[src/rtl/dff_n_m_shift_if.sv]
// Bus bundle for dff_n_m_shift: control strobes and load/shift/write data in,
// registered word window and status out.
interface dff_n_m_shift_if #(
    parameter int unsigned n = 32,
    parameter int unsigned m = 16
);
    logic                   clr_i;
    logic                   load_i;
    logic [n-1:0]           In_i [0:m-1];
    logic                   shift_i;
    logic [n-1:0]           sh_data_i;
    logic                   wr_en_i;
    logic [$clog2(m)-1:0]   wr_idx_i;
    logic [n-1:0]           wr_data_i;

    logic [n-1:0]           In_o [0:m-1];
    logic [n-1:0]           head_o;
    logic [$clog2(m+1)-1:0] count_o;
    logic                   full_o;
    logic                   empty_o;
    logic                   err_o;

    modport master (
        output clr_i, load_i, In_i, shift_i, sh_data_i, wr_en_i, wr_idx_i, wr_data_i,
        input  In_o, head_o, count_o, full_o, empty_o, err_o
    );

    modport slave (
        input  clr_i, load_i, In_i, shift_i, sh_data_i, wr_en_i, wr_idx_i, wr_data_i,
        output In_o, head_o, count_o, full_o, empty_o, err_o
    );
endinterface

[src/rtl/dff_n_m_shift.sv]
// Register window of m n-bit words: clear, parallel load, shift toward index 0
// and single-word write, one operation per cycle, with a sticky error flag.
module dff_n_m_shift #(
    parameter int unsigned   n     = 32,
    parameter int unsigned   m     = 16,
    parameter logic [n-1:0]  value = '0
) (
    input logic            clk_i,
    input logic            rst_i,
    dff_n_m_shift_if.slave bus
);
    localparam int unsigned CW = $clog2(m + 1);

    logic [n-1:0]  words_q [0:m-1];
    logic [n-1:0]  head_q;
    logic [CW-1:0] count_q;
    logic          err_q;
    logic          idx_ok;
    logic          count_sat;

    // Only reachable as false when m is not a power of two.
    assign idx_ok    = (32'(bus.wr_idx_i) < m);
    assign count_sat = (count_q == CW'(m));

    always_ff @(posedge clk_i or negedge rst_i) begin
        if (!rst_i) begin
            for (int unsigned i = 0; i < m; i++) words_q[i] <= value;
            head_q  <= value;
            count_q <= '0;
            err_q   <= 1'b0;
        end else if (bus.clr_i) begin
            for (int unsigned i = 0; i < m; i++) words_q[i] <= value;
            head_q  <= value;
            count_q <= '0;
            err_q   <= 1'b0;
        end else if (bus.load_i) begin
            for (int unsigned i = 0; i < m; i++) words_q[i] <= bus.In_i[i];
            count_q <= CW'(m);
            if (bus.wr_en_i) err_q <= 1'b1;
        end else if (bus.shift_i) begin
            for (int unsigned i = 0; i < m - 1; i++) words_q[i] <= words_q[i+1];
            words_q[m-1] <= bus.sh_data_i;
            head_q       <= words_q[0];
            if (!count_sat) count_q <= count_q + CW'(1);
            if (bus.wr_en_i) err_q <= 1'b1;
        end else if (bus.wr_en_i) begin
            if (idx_ok) words_q[bus.wr_idx_i] <= bus.wr_data_i;
            else        err_q <= 1'b1;
        end
    end

    assign bus.In_o    = words_q;
    assign bus.head_o  = head_q;
    assign bus.count_o = count_q;
    assign bus.err_o   = err_q;
    assign bus.full_o  = count_sat;
    assign bus.empty_o = (count_q == '0);
endmodule

[src/flat_wrapper.sv]
// flat-port wrapper written by rule: the top's interface ports become plain ports
module dff_n_m_shift_flat 
#(
    parameter int unsigned   n     = 32,
    parameter int unsigned   m     = 16,
    parameter logic [n-1:0]  value = '0
)
  (clk_i, rst_i, bus_clr_i, bus_load_i, bus_In_i, bus_shift_i, bus_sh_data_i, bus_wr_en_i, bus_wr_idx_i, bus_wr_data_i, bus_In_o, bus_head_o, bus_count_o, bus_full_o, bus_empty_o, bus_err_o);
  dff_n_m_shift_if #(.n(n), .m(m)) bus_i ();
  input logic clk_i;
  input logic rst_i;
  input wire logic [$bits(bus_i.clr_i)-1:0] bus_clr_i;
  input wire logic [$bits(bus_i.load_i)-1:0] bus_load_i;
  input wire logic [$bits(bus_i.In_i)-1:0] bus_In_i;
  input wire logic [$bits(bus_i.shift_i)-1:0] bus_shift_i;
  input wire logic [$bits(bus_i.sh_data_i)-1:0] bus_sh_data_i;
  input wire logic [$bits(bus_i.wr_en_i)-1:0] bus_wr_en_i;
  input wire logic [$bits(bus_i.wr_idx_i)-1:0] bus_wr_idx_i;
  input wire logic [$bits(bus_i.wr_data_i)-1:0] bus_wr_data_i;
  output wire logic [$bits(bus_i.In_o)-1:0] bus_In_o;
  output wire logic [$bits(bus_i.head_o)-1:0] bus_head_o;
  output wire logic [$bits(bus_i.count_o)-1:0] bus_count_o;
  output wire logic [$bits(bus_i.full_o)-1:0] bus_full_o;
  output wire logic [$bits(bus_i.empty_o)-1:0] bus_empty_o;
  output wire logic [$bits(bus_i.err_o)-1:0] bus_err_o;
  assign bus_i.clr_i = bus_clr_i;
  assign bus_i.load_i = bus_load_i;
  assign bus_i.In_i = {>>{bus_In_i}};
  assign bus_i.shift_i = bus_shift_i;
  assign bus_i.sh_data_i = bus_sh_data_i;
  assign bus_i.wr_en_i = bus_wr_en_i;
  assign bus_i.wr_idx_i = bus_wr_idx_i;
  assign bus_i.wr_data_i = bus_wr_data_i;
  assign bus_In_o = {>>{bus_i.In_o}};
  assign bus_head_o = bus_i.head_o;
  assign bus_count_o = bus_i.count_o;
  assign bus_full_o = bus_i.full_o;
  assign bus_empty_o = bus_i.empty_o;
  assign bus_err_o = bus_i.err_o;
  dff_n_m_shift #(.n(n), .m(m), .value(value)) u_core (.clk_i(clk_i), .rst_i(rst_i), .bus(bus_i));
endmodule
[config.mk]
export PLATFORM = sky130hd
export DESIGN_NAME = dff_n_m_shift_flat
export DESIGN_NICKNAME = d
export VERILOG_FILES = /design/src/rtl/dff_n_m_shift_if.sv /design/src/rtl/dff_n_m_shift.sv /design/src/flat_wrapper.sv
export SDC_FILE = /design/constraint.sdc
export NUM_CORES = 1
export LEC_CHECK = 0
export CAP_MARGIN = 25
export CORE_AREA = 2 2 440 442
export CTS_CLUSTER_SIZE = 16
export DETAILED_ROUTE_END_ITERATION = 7
export DIE_AREA = 0 0 442 444
export HOLD_SLACK_MARGIN = 0.08
export PLACE_DENSITY_LB_ADDON = 0.1
export SLEW_MARGIN = 40
export SYNTH_ARGS = -nofsm -noshare
export SYNTH_HDL_FRONTEND = slang
export SYNTH_SLANG_ARGS = --single-unit
[constraint.sdc]
create_clock -name clk_i -period 3.7 [get_ports clk_i]
set_clock_uncertainty 0.05 [all_clocks]
set_input_delay 0.555 -clock clk_i [delete_from_list [all_inputs] [get_ports clk_i]]
set_output_delay 0.555 -clock clk_i [all_outputs]
set_load 0.02 [all_outputs]
==> results.md <==
* Sw Ratio at 0.3157
* HPWL Detailed at around 170,000 um
* Run status: finished with violations
* WHS at approximately 0.17 ns
* Final period util at 0.8946
* Worst VDD drop at 0.2809 mV
* Number of enable flip-flop cells after synthesis at 0
* Power Total at ~19,000 uW
* Clock tree buffer depth at 3
* Core area at roughly 190,000 um^2
* Final setup vio count at 0
* First-pass GRT wire length at 295,200 um
* Initial Util at 0.1549
* Sw Pwr at between 6000 and 7000 uW
* Avg Cell Area, Syn at approximately 11 um^2
* Final core occ at 0.2488
* Fmax at slightly above 300 MHz
* Mux contribution to synthesized area at 0.1727
* GRT Resource Usage Total at 0.2200
* Port Buf Inserts at ~1,100
* Dpl cell area at about 45,000 um^2
* Worst-skew pair later-pin latency at 0.71 ns
* TritonCTS Buffers at 83
* Max-Slew Margin vs Limit at 0.4040
* Setup crit start kind: register
* Pwr/cell area at 403.5 nW/um^2
* Warnings, synthesis at 0
* Post-DRT Antenna Nets at 0
* Routed wire length at ~220,000 um
* Type of the most critical hold path: in -> reg
* DR vias/cell at about 4.6
* CP Max Fanout at 6
* Async SR Flop Fraction at 1.000
* Post CTS Setup Buffer Count at 0
* Sequential Power Share at 0.358
* Clock transition at path regs at 0.06 ns
* Area Overhead vs Synth at 60.58%
* Layout cells sized above 1 at 0.1036
* Int Power at between 10,000 and 15,000 uW
* Via count at ~30,000
* # rows at between 150 and 200
* Fin area at 47,660 um^2
* Slowest-stage cell, CP: clkdlybuf4s50_1
* Cell chain of the critical path: inv_1 -> ha_1 -> nor4bb_2 -> clkdlybuf4s50_1
* Main flop type after synthesis: dfrtp_1
* Initial drt markers at slightly below 4,000
* Crit path arrival time at roughly 2.7 ns
* Max incr delay on CP at roughly 0.79 ns
* Die area at ~200,000 um^2
* Combinational Power Share at 0.209
* Antenna violations before repair at 97
* Post-Synth XOR/XNOR Area at 0.0005902
* Final #Nets at 4,355
* GRT overflow at 0
* WP buf/inv at 2
* CTS Sinks at 550
* Failing checks: DRC
* Chip Height at about 440 um
* H-tree Lvls at 3
* Tightest Pin Transition at ~0.89 ns
* Post-Synthesis Cells at 2,653
* Post-synthesis adder-cell area fraction at 0.0008432
* Clock share of power at 0.433
* CTS tree: yes
* Drc violations at 4
* Number of placed I/O pins at approximately 1,100
* Crit path kind: reg -> out
* Register bit total from synthesis at 550
* Crit path time final at around 3.3 ns
* Root buf cell: clkbuf_16
* Setup crit end kind: output pin
* Compound-Gate Fraction of Synth Area at 0.1874
* Main combinational cell family by area after synthesis: compound AO/OA/AOI/OAI gates
* CP required at slightly above 3 ns
* Syn Nets at ~3,200
* Iteration count of the initial detailed-routing pass at 8
* RSZ-0062 raised after global routing: no
* Leak at ~0.021 uW
* Max Slew Vio Count at 0
* Die W at between 400 and 500 um
* DR WL/cell at 35.12 um
* Final Hold Viols at 0
* Sequential fraction of the synthesis area at 0.4638
* MaxCap Viol Count at 0
* Final GP Congestion at ~0.8
* Synth Cell Area at around 30,000 um^2
* Vias in the first global route at just over 30,000
* Final TNS setup at 0 ns
* Delay-heaviest family, CP: buffers and inverters
* Synth Area in Simple Gates at 0.05957
* Distinct cell type count after synthesis at 36
* Maximum number of pins on one net before global-route repair at 150
cell usage in the layout, fill, tap and decap left out, types with 34 or more instances in the layout:
master	netlist	final
buf_12	0	36
a222oi_1	512	512
diode_2	0	34
clkbuf_16	0	84
clkdlybuf4s50_1	0	1130
a21oi_1	36	36
inv_1	518	518
and4bb_2	35	34
dfrtp_1	550	550
mux2i_1	512	512
buf_4	18	130
nand2_1	67	67
sequential cells by signal, summed over array words and instances, names as in the netlist:
signal              cells
u_core.bus.err_o        1
u_core.bus.head_o      32
u_core.bus.In_o       512
u_core.bus.count_o      5
area by class of cell:
type / count / area, um^2
fill: 20521 / 143900
sequential: 550 / 13760
timing repair buffer: 1310 / 13150
clock inverter: 19 / 231.5
tap: 2526 / 3161
antenna: 34 / 85.08
inverter: 518 / 1944
multi-input combinational: 1304 / 12800
clock buffer: 130 / 2515
cells by family (layout without fill, tap and decap cells):
group	count (synthesis)	after routing
flops	550	550
xor+xnor	2	2
fa+ha+maj	2	2
buf+inv	799	1977
other cells	0	34
mux	512	512
compound gates	568	568
simple gates	220	220
Yosys cell counts, types with 32 or more instances:
library cell / number / area share
dfrtp_1: 550 / 0.46
clkbuf_1: 157 / 0.020
inv_1: 518 / 0.066
nor4b_1: 35 / 0.010
and4b_1: 32 / 0.011
mux2i_1: 512 / 0.17
a21oi_1: 36 / 0.0061
buf_2: 62 / 0.010
buf_6: 35 / 0.013
a222oi_1: 512 / 0.17
nand2_1: 67 / 0.0085
and4bb_2: 35 / 0.015
metal layers:
| metal | GRT usage | vias up | wire length, um |
|---|---|---|---|
| met5 | 0 | - | 361 |
| met4 | 0.07304 | 56 | 7376 |
| met3 | 0.06265 | 281 | 17270 |
| met2 | 0.3926 | 1477 | 114900 |
| met1 | 0.2502 | 15194 | 84550 |
| li1 | - | 12522 | - |
power by group through the flow:
stage          Clock, uW  Sequential (uW)  Combinational, uW
2_1_floorplan          0             7220               1120
3_3_place_gp           0             7000               4060
3_5_place_dp           0             7010               4060
4_1_cts             8630             6900               4080
5_1_grt             8820             6930               4240
6_report            8330             6890               4010
final timing paths:
kind	startpoint	endpoint	slack [ns]	cells past startpoint
max in group asynchronous	rst_i	u_core.bus.In_o[74]	2.13	3
min reg2reg	u_core.bus.head_o[16]	u_core.bus.head_o[16]	0.47	2
max reg2reg	u_core.bus.count_o[0]	u_core.bus.count_o[0]	2.08	5
min	bus_clr_i	u_core.bus.err_o	0.17	2
max	u_core.bus.count_o[0]	bus_full_o	0.39	4
min in group asynchronous	rst_i	u_core.bus.head_o[6]	0.33	2
what timing repair did:
item,CTS,global route
hold buffers,1,0
hold endpoints to repair,36,0
gates resized for setup,0,0
through the flow:
step,setup slack (ns),instances
2_1_floorplan,1.396,2653
3_3_place_gp,0.08656,6201
3_5_place_dp,0.5244,6206
4_1_cts,0.2950,6356
5_1_grt,0.2351,6374
6_report,0.3900,6391
(Power assumes the default switching activity.)
